`src/rtl/gfx_pkg.sv`:
```
// Shared display-path definitions: VGA 640x480@60 timing constants,
// default pixel width, RGB444 pixel layout and the scanout state type.
package gfx_pkg;

  localparam int GFX_DATA_WIDTH = 12;

  localparam int VGA_H_ACTIVE = 640;
  localparam int VGA_H_FP     = 16;
  localparam int VGA_H_SYNC   = 96;
  localparam int VGA_H_BP     = 48;
  localparam int VGA_H_TOTAL  = VGA_H_ACTIVE + VGA_H_FP
                              + VGA_H_SYNC + VGA_H_BP;

  localparam int VGA_V_ACTIVE = 480;
  localparam int VGA_V_FP     = 10;
  localparam int VGA_V_SYNC   = 2;
  localparam int VGA_V_BP     = 33;
  localparam int VGA_V_TOTAL  = VGA_V_ACTIVE + VGA_V_FP
                              + VGA_V_SYNC + VGA_V_BP;

  typedef struct packed {
    logic [3:0] r;
    logic [3:0] g;
    logic [3:0] b;
  } rgb444_t;

  typedef enum logic {
    SCAN_IDLE = 1'b0,
    SCAN_RUN  = 1'b1
  } scan_state_e;

endpackage

```
`src/rtl/vga_timing_gen.sv`:
```
// Raster position counters plus active/sync/origin decode; the counters
// are parked at (0,0) while hold is high.
module vga_timing_gen
  import gfx_pkg::*;
#(
  parameter int H_ACTIVE = VGA_H_ACTIVE,
  parameter int H_FP     = VGA_H_FP,
  parameter int H_SYNC   = VGA_H_SYNC,
  parameter int H_BP     = VGA_H_BP,
  parameter int V_ACTIVE = VGA_V_ACTIVE,
  parameter int V_FP     = VGA_V_FP,
  parameter int V_SYNC   = VGA_V_SYNC,
  parameter int V_BP     = VGA_V_BP,
  parameter int HCW      = 10,
  parameter int VCW      = 10
) (
  input  logic clk,
  input  logic rst_,
  input  logic hold,
  output logic active,
  output logic hsync_on,
  output logic vsync_on,
  output logic origin
);

  localparam int H_TOTAL = H_ACTIVE + H_FP + H_SYNC + H_BP;
  localparam int V_TOTAL = V_ACTIVE + V_FP + V_SYNC + V_BP;

  localparam logic [HCW-1:0] H_LAST  = HCW'(H_TOTAL - 1);
  localparam logic [VCW-1:0] V_LAST  = VCW'(V_TOTAL - 1);
  localparam logic [HCW-1:0] H_ACT   = HCW'(H_ACTIVE);
  localparam logic [VCW-1:0] V_ACT   = VCW'(V_ACTIVE);
  localparam logic [HCW-1:0] HS_LO   = HCW'(H_ACTIVE + H_FP);
  localparam logic [HCW-1:0] HS_HI   = HCW'(H_ACTIVE + H_FP + H_SYNC);
  localparam logic [VCW-1:0] VS_LO   = VCW'(V_ACTIVE + V_FP);
  localparam logic [VCW-1:0] VS_HI   = VCW'(V_ACTIVE + V_FP + V_SYNC);

  logic [HCW-1:0] h_cnt_q, h_cnt_d;
  logic [VCW-1:0] v_cnt_q, v_cnt_d;

  always_comb begin
    h_cnt_d = h_cnt_q;
    v_cnt_d = v_cnt_q;
    if (hold) begin
      h_cnt_d = '0;
      v_cnt_d = '0;
    end else if (h_cnt_q == H_LAST) begin
      h_cnt_d = '0;
      v_cnt_d = (v_cnt_q == V_LAST) ? '0
              : v_cnt_q + VCW'(1);
    end else begin
      h_cnt_d = h_cnt_q + HCW'(1);
    end
  end

  always_ff @(posedge clk or negedge rst_) begin
    if (!rst_) begin
      h_cnt_q <= '0;
      v_cnt_q <= '0;
    end else begin
      h_cnt_q <= h_cnt_d;
      v_cnt_q <= v_cnt_d;
    end
  end

  assign active   = (h_cnt_q < H_ACT) && (v_cnt_q < V_ACT);
  assign hsync_on = (h_cnt_q >= HS_LO) && (h_cnt_q < HS_HI);
  assign vsync_on = (v_cnt_q >= VS_LO) && (v_cnt_q < VS_HI);
  assign origin   = (h_cnt_q == '0) && (v_cnt_q == '0);

endmodule

```
`src/rtl/fifo_vga_scanout.sv`:
```
// Drains the pixel FIFO one word per active pixel and drives VGA timing.
// SCANOUT_UNDERFLOW_CNT_EN adds a saturating starved-pixel counter.
module fifo_vga_scanout
  import gfx_pkg::*;
#(
  parameter int DATA_WIDTH = GFX_DATA_WIDTH,
  parameter int H_ACTIVE   = VGA_H_ACTIVE,
  parameter int H_FP       = VGA_H_FP,
  parameter int H_SYNC     = VGA_H_SYNC,
  parameter int H_BP       = VGA_H_BP,
  parameter int V_ACTIVE   = VGA_V_ACTIVE,
  parameter int V_FP       = VGA_V_FP,
  parameter int V_SYNC     = VGA_V_SYNC,
  parameter int V_BP       = VGA_V_BP,
  parameter int HCW        = 10,
  parameter int VCW        = 10
) (
  input  logic                  clk,
  input  logic                  rst_,
  input  logic [DATA_WIDTH-1:0] in_data,
  input  logic                  in_rts,
  output logic                  in_rtr,
  output logic [DATA_WIDTH-1:0] rgb,
  output logic                  hsync_,
  output logic                  vsync_,
  output logic                  de,
  output logic                  frame_start,
`ifdef SCANOUT_UNDERFLOW_CNT_EN
  output logic [15:0]           underflow_cnt,
`endif
  output logic                  underflow
);

  scan_state_e state_q, state_d;

  logic run;
  logic active;
  logic hsync_on;
  logic vsync_on;
  logic origin;
  logic xfc;
  logic starve;

  logic [DATA_WIDTH-1:0] rgb_q, rgb_d;
  logic hs_n_q, hs_n_d;
  logic vs_n_q, vs_n_d;
  logic de_q, de_d;
  logic fs_q, fs_d;
  logic uf_q, uf_d;

  assign run    = (state_q == SCAN_RUN);
  assign in_rtr = run & active;
  assign xfc    = in_rts & in_rtr;
  assign starve = in_rtr & ~in_rts;

  vga_timing_gen #(
    .H_ACTIVE (H_ACTIVE),
    .H_FP     (H_FP),
    .H_SYNC   (H_SYNC),
    .H_BP     (H_BP),
    .V_ACTIVE (V_ACTIVE),
    .V_FP     (V_FP),
    .V_SYNC   (V_SYNC),
    .V_BP     (V_BP),
    .HCW      (HCW),
    .VCW      (VCW)
  ) u_timing (
    .clk      (clk),
    .rst_     (rst_),
    .hold     (~run),
    .active   (active),
    .hsync_on (hsync_on),
    .vsync_on (vsync_on),
    .origin   (origin)
  );

  always_comb begin
    state_d = state_q;
    unique case (state_q)
      SCAN_IDLE: if (in_rts) state_d = SCAN_RUN;
      SCAN_RUN:  state_d = SCAN_RUN;
      default:   state_d = SCAN_IDLE;
    endcase
  end

  // A starved slot outputs black and is not retried.
  always_comb begin
    rgb_d  = xfc ? in_data : '0;
    de_d   = in_rtr;
    hs_n_d = ~(run & hsync_on);
    vs_n_d = ~(run & vsync_on);
    fs_d   = run & origin;
    uf_d   = uf_q | starve;
  end

  always_ff @(posedge clk or negedge rst_) begin
    if (!rst_) begin
      state_q <= SCAN_IDLE;
      rgb_q   <= '0;
      hs_n_q  <= 1'b1;
      vs_n_q  <= 1'b1;
      de_q    <= 1'b0;
      fs_q    <= 1'b0;
      uf_q    <= 1'b0;
    end else begin
      state_q <= state_d;
      rgb_q   <= rgb_d;
      hs_n_q  <= hs_n_d;
      vs_n_q  <= vs_n_d;
      de_q    <= de_d;
      fs_q    <= fs_d;
      uf_q    <= uf_d;
    end
  end

  assign rgb         = rgb_q;
  assign hsync_      = hs_n_q;
  assign vsync_      = vs_n_q;
  assign de          = de_q;
  assign frame_start = fs_q;
  assign underflow   = uf_q;

`ifdef SCANOUT_UNDERFLOW_CNT_EN
  logic [15:0] ucnt_q, ucnt_d;

  always_comb begin
    ucnt_d = ucnt_q;
    if (starve && (ucnt_q != 16'hFFFF))
      ucnt_d = ucnt_q + 16'd1;
  end

  always_ff @(posedge clk or negedge rst_) begin
    if (!rst_) ucnt_q <= '0;
    else       ucnt_q <= ucnt_d;
  end

  assign underflow_cnt = ucnt_q;
`endif

endmodule
```
`config.mk`:
```
export PLATFORM = sky130hd
export DESIGN_NAME = fifo_vga_scanout
export DESIGN_NICKNAME = d
export VERILOG_FILES = /design/src/rtl/gfx_pkg.sv /design/src/rtl/vga_timing_gen.sv /design/src/rtl/fifo_vga_scanout.sv
export SDC_FILE = /design/constraint.sdc
export NUM_CORES = 1
export LEC_CHECK = 0
export ABC_AREA = 1
export BUFFER_PORTS_ARGS = -buffer_cell sky130_fd_sc_hd__buf_2
export CORE_ASPECT_RATIO = 1.25
export CORE_MARGIN = 2
export CORE_UTILIZATION = 56
export DETAILED_ROUTE_END_ITERATION = 6
export GPL_ROUTABILITY_DRIVEN = 0
export GPL_TIMING_DRIVEN = 0
export PLACE_DENSITY = 0.81
export SLEW_MARGIN = 20
export SYNTH_ARGS = -nofsm -noshare
export SYNTH_HDL_FRONTEND = slang
export SYNTH_SLANG_ARGS = --single-unit
```
`constraint.sdc`:
```
create_clock -name clk -period 1.7 [get_ports clk]
set_input_delay 0.34 -clock clk [delete_from_list [all_inputs] [get_ports clk]]
set_output_delay 0.34 -clock clk [all_outputs]
set_load 0.05 [all_outputs]
```
After elaboration in Yosys (flattened, before gate mapping)
Cells that the tools add are included.

Register bits: 38.

Eq/ne operators: 3. Bitwise gates (word level): 11. Reduce and logical (&&, ||, !) cells: 6. Order comparisons: 6. Add/sub/neg operators: 2. Mux-type cells: 8.

Operators with widths (number): $mux W10 (5); $add A10 B1 Y10 const B (2); $eq A10 B10 Y1 const B (2); $logic_not A10 Y1 (2); $lt A10 B10 Y1 const B (2); $lt A10 B9 Y1 const B (2); $mux W12 (1); $ge A10 B10 Y1 const B (1); $ge A10 B9 Y1 const B (1); $and A1 B1 Y1 (6); $logic_and A1 B1 Y1 (4); $not A1 Y1 (4); $ne A2 B1 Y1 const B (1); $pmux W1 S2 (1); $mux W1 (1); $or A1 B1 Y1 (1).

Depth between registers and ports, before layout
Gate-level depths: netlist (run 1).

Depth in word-level cells: 5. Mapped depth: 9. Gate-level depth less buffers: 9.

By module
From an unflattened synthesis (run 1), not the netlist that was laid out.

Cells, all modules: 235. Area total of the unflattened synthesis: 1948.1 sq um.

Modules (own cells, without submodules): vga_timing_gen (sequential area each 500.5 sq um, instances 1, area an instance 1307.5 sq um, cells an instance 179); fifo_vga_scanout (sequential area each 452.9 sq um, instances 1, area an instance 640.6 sq um, cells an instance 56).

Worst setup path before layout (run 1)
OpenSTA, ideal clock, no wires.

Path kind: reg-to-reg. Start: register u_timing.v_cnt_q[5]. End: register rgb_q[10], in the netlist rgb[10]. Cell stages (with the launch flop): 8. Period minus slack after synthesis: 1.576 ns. Slack: 0.124 ns. Data arrival time: 1.508 ns. Data required time: 1.633 ns. Path buffers: 2. Path through: dfrtp_1 buf_6 nand2_4 nor2_4 nor3_4 nand2_4 buf_12 nor2_4.

Word-level cells in the longest chain between the ends: 5.

Ends and longest elaborated chain: start: declaration (line vga_timing_gen.sv:39) `logic [VCW-1:0] v_cnt_q, v_cnt_d;`; start signal: assignment (line vga_timing_gen.sv:62) `v_cnt_q <= v_cnt_d;`; $lt A10 B9 Y1 (line vga_timing_gen.sv:66) `assign active = (h_cnt_q < H_ACT) && (v_cnt_q < V_ACT);`; $logic_and A1 B1 Y1 (line vga_timing_gen.sv:66); $and A1 B1 Y1 (line fifo_vga_scanout.sv:52) `assign in_rtr = run & active;`; via in_rtr (line fifo_vga_scanout.sv:22) `output logic in_rtr,`; $and A1 B1 Y1 (line fifo_vga_scanout.sv:53) `assign xfc = in_rts & in_rtr;`; $mux W12 (line fifo_vga_scanout.sv:88) `rgb_d = xfc ? in_data : '0;`; via rgb_d[10] (line fifo_vga_scanout.sv:44) `logic [DATA_WIDTH-1:0] rgb_q, rgb_d;`; end signal: assignment (line fifo_vga_scanout.sv:107) `rgb_q <= rgb_d;`; end: declaration (line fifo_vga_scanout.sv:44).

The timed path passes the listed nets, and every way through them passes these cells. A chain may end at the register's enable or synchronous reset.

Worst setup path after layout (run 1)
Start: register u_timing.h_cnt_q[8]. End: output in_rtr.

Word-level cells in the longest chain between the ends: 3.

Ends and longest elaborated chain: start: declaration (line vga_timing_gen.sv:38) `logic [HCW-1:0] h_cnt_q, h_cnt_d;`; start signal: assignment (line vga_timing_gen.sv:61) `h_cnt_q <= h_cnt_d;`; $lt A10 B10 Y1 (line vga_timing_gen.sv:66); $logic_and A1 B1 Y1 (line vga_timing_gen.sv:66); $and A1 B1 Y1 (line fifo_vga_scanout.sv:52); end: declaration (line fifo_vga_scanout.sv:22).

Every way passes these cells.

==> results.md, run 1 <==
- Of the synthesized area, sequential elements account for 0.453.
- The area growth from synthesis to layout is 15.9%.
- The number of antenna diodes in the final layout is 0.
- The count of yosys warnings during synthesis is 0.
- For this design the top-level I/O count stands at 33.
- The worst-case register-to-register setup slack is 180 ps.
- For the finished layout, the period the worst path requires is roughly 1700 ps.
- The max-slew violation total from the final report is 0.
- The number of synthesized flops with an enable pin is 0.
- The worst hold path class is input port to asynchronous set/reset pin.
- The share of total power dissipated in sequential elements is 0.542.
- The net load switching power is just over 0.4 mW.
- In this run the power density over the cells is 696 nW/µm².
- The floorplan step defined a die boundary enclosing 4270 µm².
- The flow ran to the end, and the final reports show no timing, DRC or antenna violations.
- The first global-routing pass estimated 6840 µm of wire.
- The async set-or-reset flop fraction in the synthesized netlist is 1.00.
- IR analysis of the VDD net gives a maximum drop of 684 µV.
- The number of buffers between clock root and the deepest sink is 2.
- The launch point of the worst reg-to-reg path is u_timing.h_cnt_q[0].
- The HPWL after detailed placement is 2910 µm.
- Static timing analysis puts the maximum clock frequency at 604 MHz.
- The number of violations reported at the end of detailed-routing iteration 0 is 78.
- In this run the number of H-tree levels came out at 2.
- The worst setup path startpoint is u_timing.h_cnt_q[8].
- The routed layout has ~1700 vias.
- The number of max-cap violations is 0.
- After synthesis the cells add up to 2110 µm².
- The type of the worst setup path is register to output port.
- The remaining design rule violation count is 0.
- Of the post-synthesis cell area, the dominant cell type holds 0.428.
- The clock reaches the later pin of the worst-skew pair after 280 ps.
- By area the synthesized netlist is led by sky130_fd_sc_hd__dfrtp_1 (43%), sky130_fd_sc_hd__nand2_1 (11%), sky130_fd_sc_hd__inv_1 (7.8%), sky130_fd_sc_hd__nor2_4 (7.0%), sky130_fd_sc_hd__nand3_1 (6.7%).
- The category of the worst setup path capture point is an output port.
- The clock share of power is 0.373.
- The number of global-route vias before repair was between 1500 and 2000.
- In this run the remaining antenna-violating nets after routing total 0.
- The TritonCTS buffer count is 5.
- Data arrives at the worst endpoint at 1320 ps.
- The tightest slew margin relative to the limit is 0.464.
- The area of the multi-input gates is 913 µm².
- For the final database, setup skew stands at approximately 3 ps.
- CTS saw 38 sinks.
- The most common cell in the netlist is sky130_fd_sc_hd__nand2_1.
- In this run, synthesis produced a sequential element count of 38.
- In this run the tool buffered the top-level ports with 32 buffer cells.
- The cell taking the most area after synthesis is sky130_fd_sc_hd__dfrtp_1.
- The kind of start point of the critical path is a register.
- Counting every net in the synthesized netlist gives 280.
- Entering global routing, the biggest net connects 39 pins.
- The sequential cells in the finished layout cover a total of 955 µm².
- By count the netlist is led by sky130_fd_sc_hd__nand2_1 (63), sky130_fd_sc_hd__inv_1 (44), sky130_fd_sc_hd__dfrtp_1 (36).
- The number of distinct library cells after synthesis is 29.
- The reported leakage power is 1.41 nW.
- The floorplan step set the die height to 72.6 µm.
- The number of placement rows is 24.
- The post-detailed-route wirelength per cell is 11.7 µm.
- In the final layout, the share of cells above drive strength 1 is 0.243.
- The final hold slack is 143 ps.
- The floorplan die width is 58.8 µm.
- The internal portion of total power is 1.28 mW.
- After routing the design area is 2440 µm².
- The final wirelength is 4000 µm.
- The final number of hold-violating endpoints came to 0.
- The region available for standard cell placement spans 3540 µm².
- Clock-pin slew was measured on the worst setup and hold paths at approximately 70 ps.
- The data required time at the worst endpoint is 1360 ps.
- Summed over all layers, the global routing overflow is 0.
- The clock root buffer master is sky130_fd_sc_hd__clkbuf_8.
- The placed instances occupy a cell area of 2310 µm².
- Dividing the final minimum period by the clock period gives 0.974.
- The prevailing post-synth register cell is sky130_fd_sc_hd__dfrtp_1.
- In the global route stage, overall resource usage came out at 0.208.
- The number of antenna violations at the first check in global routing is 0.
- The mean instance size in the synthesized netlist is ~8 µm².
- The number of iterations in the first detailed-routing pass is 4.
- The number of cells produced by synthesis is 261.
- The clock tree from TritonCTS is yes.
- After the last flow step, the layout net total stands at 322.
- Of the total power, combinational logic draws 0.085.
- Along the worst path, the maximum fanout reaches 5.
- After detailed routing, the number of vias per cell comes to 5.00.
- The initial utilization of the core area, before any placement, comes to 0.594.
- The layout filler cell count is 320.
- Of the total power, the share spent switching nets is 0.245.
- The pin slew with the least headroom to its limit is 804 ps.
- Setup violations remaining at the end of the flow were counted as 0.
[state kept, by name, indices dropped and copies added, names as in the netlist]
| register | count |
|---|---|
| u_timing.h_cnt_q | 10 |
| underflow | 1 |
| run | 1 |
| vsync_ | 1 |
| rgb | 12 |
| hsync_ | 1 |
| de | 1 |
| frame_start | 1 |
| u_timing.v_cnt_q | 10 |
[kinds of logic (layout without fill, tap and decap cells)]
family | Yosys count | after routing | synth area share
buffers and inverters | 54 | 97 | 0.113
and+or+nand+nor | 157 | 157 | 0.381
adders and majority gates | 4 | 4 | 0.0238
AOI/OAI and AO/OA | 6 | 6 | 0.0202
xor gates and xnor gates | 2 | 2 | 0.00832
DFF | 38 | 38 | 0.453
[area by class of cell]
class                      instances  area share
buffer                            10      0.0303
tap                               39      0.0200
inverter                          44      0.0677
sequential                        38       0.391
clock buffer                       6      0.0338
timing repair buffer              35      0.0774
multi-input combinational        169       0.374
clock inverter                     2     0.00513
[per-stage QoR]
stage	setup TNS, ps	std cells	total power, mW	utilization	setup slack, ps
floorplan	0	261	1.03	-	124
global placement	0	332	1.08	0.653	167
detailed placement	0	332	1.09	0.653	154
CTS	0	341	1.72	0.684	6.80
global route	-1.34	343	1.76	0.689	-1.34
finish	0	343	1.70	0.689	44.3
[final timing paths]
check,to,cells after the start
setup / recovery,in_rtr,4
hold reg to reg,underflow,1
min in group clk,rgb[11],3
setup reg to reg,u_timing.v_cnt_q[7],7
hold / removal,u_timing.v_cnt_q[0],1
max in group asynchronous,u_timing.h_cnt_q[7],1
[timing repair]
item | 4_1_cts | 5_1_grt
gates resized for setup | 2 | 1
pin swaps | 1 | 0
setup buffers | 1 | 2
hold buffers | 0 | 0
endpoints found under the setup margin | 1 | 1
[power by group through the flow]
stage	clock network (mW)	logic [mW]	registers (mW)
final	0.633	0.144	0.921
after global routing	0.686	0.157	0.922
after CTS	0.655	0.148	0.921
after detailed placement	0	0.147	0.939
after global placement	0	0.145	0.938
after floorplan	0	0.0405	0.992
[critical path, cell delays in order (launching register included)]
cell and delay (ps):
sky130_fd_sc_hd__dfrtp_1 430, sky130_fd_sc_hd__nand2_1 120, sky130_fd_sc_hd__o21ai_2 90, sky130_fd_sc_hd__nor3_4 200
sky130_fd_sc_hd__buf_6 190
[cells in the final DEF (no fill, tap or decap), types with 2 or more instances in the layout]
master                     Yosys  layout
sky130_fd_sc_hd__buf_2         4      35
sky130_fd_sc_hd__buf_4         2       5
sky130_fd_sc_hd__buf_6         1       2
sky130_fd_sc_hd__clkbuf_8      0       6
sky130_fd_sc_hd__dfrtp_1      36      35
sky130_fd_sc_hd__dfstp_2       2       2
sky130_fd_sc_hd__ha_1          4       4
sky130_fd_sc_hd__inv_1        44      44
sky130_fd_sc_hd__nand2_1      63      63
sky130_fd_sc_hd__nand2_4       3       3
sky130_fd_sc_hd__nand3_1      28      28
sky130_fd_sc_hd__nand4_1      11      11
sky130_fd_sc_hd__nor2_1       30      30
sky130_fd_sc_hd__nor2_4       13      13
sky130_fd_sc_hd__nor3_1        3       3
sky130_fd_sc_hd__nor4_1        2       2
sky130_fd_sc_hd__xor2_1        2       2
[metal layers]
layer	up-vias	GRT usage	routed length (µm)
li1	891	-	-
met1	786	0.241	1680
met2	37	0.369	2150
met3	2	0.0499	166
met4	0	0.0732	11
met5	-	0	0
No activity file was read; power rests on OpenSTA's default activity.
==> run 2, diff against run 1 <==
- MAX_ROUTING_LAYER: unset -> met4
==> results.md, run 2 (same netlist as run 1, synthesis figures left out) <==
- The global-route track usage on met1 is 0.243 (+0.00234).
- The number of gates on the worst path with buffers counted came to 4 (unchanged).
- The largest stage delay on the critical path is 430 ps (about the same).
- The power share of the sequential group is 0.543 (about the same).
- The largest net degree at the start of global routing is 39 (unchanged).
- The reported leakage power is 1.41 nW (unchanged).
- The met3 layer usage reported by global route is 0.0463 (-0.00357).
- The internal portion of total power was 1.28 mW (about the same).
- The worst-case register-to-register setup slack is 180 ps (about the same).
- The top cell types in the final layout, fill and taps aside, are sky130_fd_sc_hd__nand2_1 (63), sky130_fd_sc_hd__inv_1 (44), sky130_fd_sc_hd__buf_2 (35), sky130_fd_sc_hd__dfrtp_1 (35), sky130_fd_sc_hd__nor2_1 (30).
- The max-slew violation total from the final report was 0 (unchanged).
- The number of global-route vias before repair is 1642 (+0.12%).
- The kind of cell adding the most delay to the critical path is flip-flops.
- The number of sinks on the clock net is 38 (unchanged).
- The tightest slew margin relative to the limit came to 0.464 (-0.000532).
- In this run the worst setup path begins at u_timing.h_cnt_q[8].
- The flow ran to the end, and the final reports show no timing, DRC or antenna violations.
- The top achievable clock speed came to 606 MHz (+0.27%).
- The post-layout instance count excluding filler cells is 343 (unchanged).
- The combinational share of power is 0.085 (about the same).
- The port buffer count was 32 (unchanged).
- The post-synthesis to final-layout area growth came to 15.9% (unchanged).
- The post-detailed-route wirelength per cell came to 11.6 µm (-0.50%).
- The detailed placement HPWL came to 2910 µm (unchanged).
- The arrival time at the worst endpoint is 1310 ps (about the same).
- The remaining antenna violation count is 0 (unchanged).
- The number of iterations in the first detailed-routing pass is 4 (unchanged).
- The net load switching power is 0.415 mW (-0.15%).
- The placed cell area is 2310 µm² (unchanged).
- The TritonCTS buffer count is 5 (unchanged).
- The worst reg-to-reg path cell count is 7 (unchanged).
- The tightest min-delay check is of the input port to asynchronous set/reset pin type.
- The number of max-cap violations is 0 (unchanged).
- The fraction of the cycle the final worst path needs is 0.971 (-0.00266).
- The share of final-layout standard cells stronger than drive strength 1 is 0.243 (unchanged).
- The final wirelength came to 3980 µm (-0.50%).
- The clock share of power is 0.372 (about the same).
- The number of setup violations in the final report is 0 (unchanged).
- The remaining design rule violation count was 0 (unchanged).
- The pin slew with the least headroom to its limit came to 804 ps (+0.797 ps).
- The level count of the clock H-tree was 2 (unchanged).
- The area of the die is 4270 µm² (unchanged).
- The count of antenna diodes in the layout came to 0 (unchanged).
- The later-pin clock latency in the skew report is 280 ps (about the same).
- Leaving out fill and tap cells, the most frequent cell in the layout is sky130_fd_sc_hd__nand2_1.
- The overall global routing resource usage is 0.214 (+0.00611).
- The number of flip-flops in the largest register is 12 (unchanged).
- The final critical delay including setup and external delays is 1650 ps (-4.51 ps).
- The floorplan die width is 58.8 µm (unchanged).
- The met2 demand-to-capacity share in global routing came to 0.369 (unchanged).
- The number of top-level design ports is 33 (unchanged).
- The power per standard cell area is 696 nW/µm² (about the same).
- The clock tree from TritonCTS is yes.
- The type of the worst setup path is register to output port.
- The final-layout setup total negative slack was 0 ps (unchanged).
- The starting utilization of the core area is 0.594 (unchanged).
- The number of violations reported at the end of detailed-routing iteration 0 came to 86 (+10%).
- The worst setup path is captured at an output port.
- The post-layout total power is 1.70 mW (about the same).
- The number of placed cells counting well taps is 332 (unchanged).
- STA classifies the critical path startpoint as a register.
- The clock root buffer master is sky130_fd_sc_hd__clkbuf_8.
- The switching share of power is 0.245 (-0.000283).
- The critical-path maximum fanout was 5 (unchanged).
- The final worst setup slack is 48.8 ps (+4.51 ps).
- The final core utilization came to 0.689 (unchanged).
- The ratio of routed vias to standard cells is 5.03 (+0.52%).
- The final hold slack was 142 ps (-0.484 ps).
- The number of placement rows is 24 (unchanged).
- The final number of hold-violating endpoints is 0 (unchanged).
- The total via count in the routed design was 1725 (+0.52%).
- The die height is 72.6 µm (unchanged).
- The CTS clock-pin slew for the worst setup and hold paths was 70 ps (about the same).
- The core area is 3540 µm² (unchanged).
- The worst register-to-register path ends at u_timing.v_cnt_q[9].
- The launch point of the worst reg-to-reg path is u_timing.h_cnt_q[0].
- The clock skew is 2.08 ps (-0.975 ps).
- The data required time at the worst endpoint is 1360 ps (about the same).
- The number of buffers between clock root and the deepest sink is 2 (unchanged).
- Among all stages on the critical path, the largest delay is contributed by sky130_fd_sc_hd__dfrtp_1.
- met2 is the most crowded layer.
- The first-pass GRT wire length is 6840 µm (unchanged).
- The overall overflow remaining after global route is 0 (unchanged).
- The highest ir drop seen on vdd was 680 µV (-0.53%).
- The number of nets in the layout came to 322 (unchanged).
- Walking the worst path, the cells encountered are nand2_1, o21ai_2, nor3_4, buf_6.
- The buffers plus inverters on the worst setup path came to 1 (unchanged).
- The post-route cell area was 2440 µm² (unchanged).
- The number of antenna violations at the first check in global routing is 0 (unchanged).
- The post-placement setup slack is 154 ps (unchanged).
-- run 2: repair_timing --
action	in CTS	in global routing
gates resized for setup	2	1
hold buffers	0	0
pin swaps	1	0
setup buffers	1	2
endpoints found under the setup margin	1	1
-- run 2: how the worst max path moves through the flow --
stage | slack, ps | to
3_5_place_dp | 150 | in_rtr
3_3_place_gp | 170 | in_rtr
2_1_floorplan | 120 | rgb[10]
4_1_cts | 7 | in_rtr
5_1_grt | -1 | in_rtr
6_report | 50 | in_rtr
-- run 2: cell type report --
| cell class | instances | area, µm² |
|---|---|---|
| inverters | 44 | 165 |
| well taps | 39 | 48.8 |
| multi-input cells | 169 | 913 |
| fillers | 320 | 1100 |
| clock buffers | 6 | 82.6 |
| repair buffers | 35 | 189 |
| flip-flops and latches | 38 | 955 |
| plain buffers | 10 | 73.8 |
| clock inverters | 2 | 12.5 |
-- run 2: metal layers --
layer	wire, µm	part of all wire
met2	2110	0.53
met3	181	0.045
met1	1680	0.42
met5	0	0
met4	11	0.0028
-- run 2: power groups by stage --
stage | Clock [mW] | Combinational [mW] | Sequential, mW
floorplan | 0 | 0.0405 | 0.992
global placement | 0 | 0.145 | 0.938
detailed placement | 0 | 0.147 | 0.939
CTS | 0.655 | 0.148 | 0.921
global route | 0.686 | 0.157 | 0.922
finish | 0.632 | 0.144 | 0.921
==> run 3, diff against run 2 <==
- GPL_TIMING_DRIVEN: 0 -> 1
==> results.md, run 3 (same netlist as run 1, synthesis figures left out) <==
- The largest net degree at the start of global routing came to 39 (unchanged).
- The largest stage delay on the critical path is 460 ps (+30 ps).
- The clock skew came to 5.60 ps (+3.51 ps).
- The later-pin clock latency in the skew report is 300 ps (+20 ps).
- The critical-path maximum fanout is 6 (+1).
- The run finished with clean final reports.
- The level count of the clock H-tree is 2 (unchanged).
- The remaining design rule violation count is 0 (unchanged).
- The ratio of routed vias to standard cells came to 5.18 (+3.0%).
- The area of the die is 4270 µm² (unchanged).
- The largest individual stage delay along the critical path comes from the cell sky130_fd_sc_hd__dfrtp_2.
- The max-slew violation total from the final report is 0 (unchanged).
- The area of the multi-input gates is 916 µm² (+0.27%).
- The number of setup violations in the final report is 0 (unchanged).
- The worst-case register-to-register setup slack is 230 ps (+50 ps).
- The CTS clock-pin slew for the worst setup and hold paths is 80 ps (about the same).
- The number of antenna violations at the first check in global routing is 0 (unchanged).
- The final critical delay including setup and external delays is 1640 ps (-14.8 ps).
- The starting utilization of the core area is 0.594 (unchanged).
- The tightest slew margin relative to the limit is 0.689 (+0.226).
- The top achievable clock speed came to 611 MHz (+0.91%).
- The share of final-layout standard cells stronger than drive strength 1 was 0.258 (+0.0149).
- The most common cell after layout, fill and taps aside is sky130_fd_sc_hd__nand2_1.
- The final hold slack is 71.6 ps (-70.6 ps).
- The post-synthesis to final-layout area growth is 16.3%.
- The count of antenna diodes in the layout is 0 (unchanged).
- The die height is 72.6 µm (unchanged).
- The category of the worst setup path capture point is an output port.
- The TritonCTS buffer count is 5 (unchanged).
- The area taken by flip-flops and latches is 956 µm² (+0.13%).
- The number of buffers between clock root and the deepest sink is 2 (unchanged).
- The kind of start point of the critical path is a register.
- The post-layout total power is 1.84 mW (+8.3%).
- The number of buffers inserted for hold repair after clock tree synthesis was 0 (unchanged).
- The remaining antenna violation count is 0 (unchanged).
- The highest ir drop seen on vdd is 496 µV (-27%).
- The post-detailed-route wirelength per cell was 11.7 µm (+0.66%).
- The number of nets in the layout is 320 (-0.62%).
- The detailed placement HPWL is 2960 µm (+1.7%).
- The reported leakage power is 1.40 nW (-0.39%).
- The arrival time at the worst endpoint is 1300 ps (about the same).
- The overall global routing resource usage is 0.234 (+0.0196).
- The number of violations reported at the end of detailed-routing iteration 0 is 81 (-5.8%).
- The final wirelength is 3990 µm (about the same).
- The number of sinks on the clock net is 38 (unchanged).
- The number of placement rows came to 24 (unchanged).
- The number of top-level design ports is 33 (unchanged).
- The clock root buffer master is sky130_fd_sc_hd__clkbuf_8.
- The number of max-cap violations is 0 (unchanged).
- The overall overflow remaining after global route was 0 (unchanged).
- The total via count in the routed design is 1767 (+2.4%).
- The post-route cell area is 2450 µm² (+0.36%).
- The final-layout setup total negative slack came to 0 ps (unchanged).
- The core area is 3540 µm² (unchanged).
- The final number of hold-violating endpoints is 0 (unchanged).
- The post-placement setup slack is 255 ps (+101 ps).
- The worst setup path is of the register to output port kind.
- The number of iterations in the first detailed-routing pass is 4 (unchanged).
- The pin slew with the least headroom to its limit is 466 ps (-339 ps).
- The number of flip-flops in the largest register was 12 (unchanged).
- The layout filler cell count is 296 (-7.5%).
- Traced cell by cell, the critical path runs through nand2_4, nor2_4, nor3_4, buf_6.
- TritonCTS built the clock tree.
- The power per standard cell area is 751 nW/µm² (+7.9%).
- The placed cell area came to 2290 µm² (-0.92%).
- In this run the worst hold path is classified as input port to asynchronous set/reset pin.
- The top cell types in the final layout, fill and taps aside, are sky130_fd_sc_hd__nand2_1 (62), sky130_fd_sc_hd__inv_1 (42), sky130_fd_sc_hd__dfrtp_1 (34).
- Setup repair after global routing left no endpoint under its margin.
- The first-pass GRT wire length is 7330 µm (+7.3%).
- The number of global-route vias before repair is 1771 (+7.9%).
- The fraction of the cycle the final worst path needs is 0.963 (-0.00873).
- The final worst setup slack is 63.7 ps (+14.8 ps).
- The port buffer count was 32 (unchanged).
- The data required time at the worst endpoint is 1360 ps (about the same).
- The floorplan die width is 58.8 µm (unchanged).
run 3: changes by cell type in the layout (fill, tap and decap cells not counted), sizes merged:
cell,change
bufinv,+1
buf,-1
clkbuf,-2
clkinv,-1
clkinvlp,+1
run 3: worst paths after layout:
path / startpoint / endpoint / cells after the start
hold / removal: rst_ / u_timing.v_cnt_q[2] / 2
hold reg to reg: underflow / underflow / 1
max in group asynchronous: rst_ / u_timing.v_cnt_q[6] / 2
setup / recovery: u_timing.v_cnt_q[5] / in_rtr / 4
min in group clk: in_data[11] / rgb[11] / 3
setup reg to reg: u_timing.v_cnt_q[5] / u_timing.v_cnt_q[3] / 7
run 3: what timing repair did:
action	in CTS	in global routing
hold endpoints to repair	0	0
buffers inserted	0	4
resized for setup	2	5
setup endpoints to repair	1	1
pin swaps	0	1
run 3: worst max-delay path, delay by kind of cell, from the launching register on:
kind / cells / cell delay, ps
and+or+nand+nor: 3 / 340
DFF: 1 / 460
buffers and inverters: 1 / 180
run 3: cell type report:
class | instances | area share
Timing Repair Buffer | 43 | 0.102
Sequential cell | 38 | 0.390
Tap cell | 39 | 0.0199
Clock inverter | 3 | 0.0184
Inverter | 44 | 0.0674
Multi-Input combinational cell | 169 | 0.374
Clock buffer | 5 | 0.0281
run 3: stage by stage:
stage	instances	utilization
2_1_floorplan	261	-
3_3_place_gp	329	0.647
3_5_place_dp	329	0.647
4_1_cts	337	0.680
5_1_grt	341	0.691
6_report	341	0.691
run 3: metal layers:
metal | wire (µm) | vias to the layer above | GRT usage
met2 | 2030 | 46 | 0.375
li1 | - | 889 | -
met4 | 91 | 0 | 0.111
met3 | 184 | 9 | 0.0553
met5 | 0 | - | -
met1 | 1680 | 823 | 0.274
run 3: where the power goes:
part	switching (mW)	internal, mW	total (mW)
registers	0.00300	0.917	0.920
clock network	0.341	0.436	0.777
logic	0.104	0.0361	0.140
total	0.448	1.39	1.84
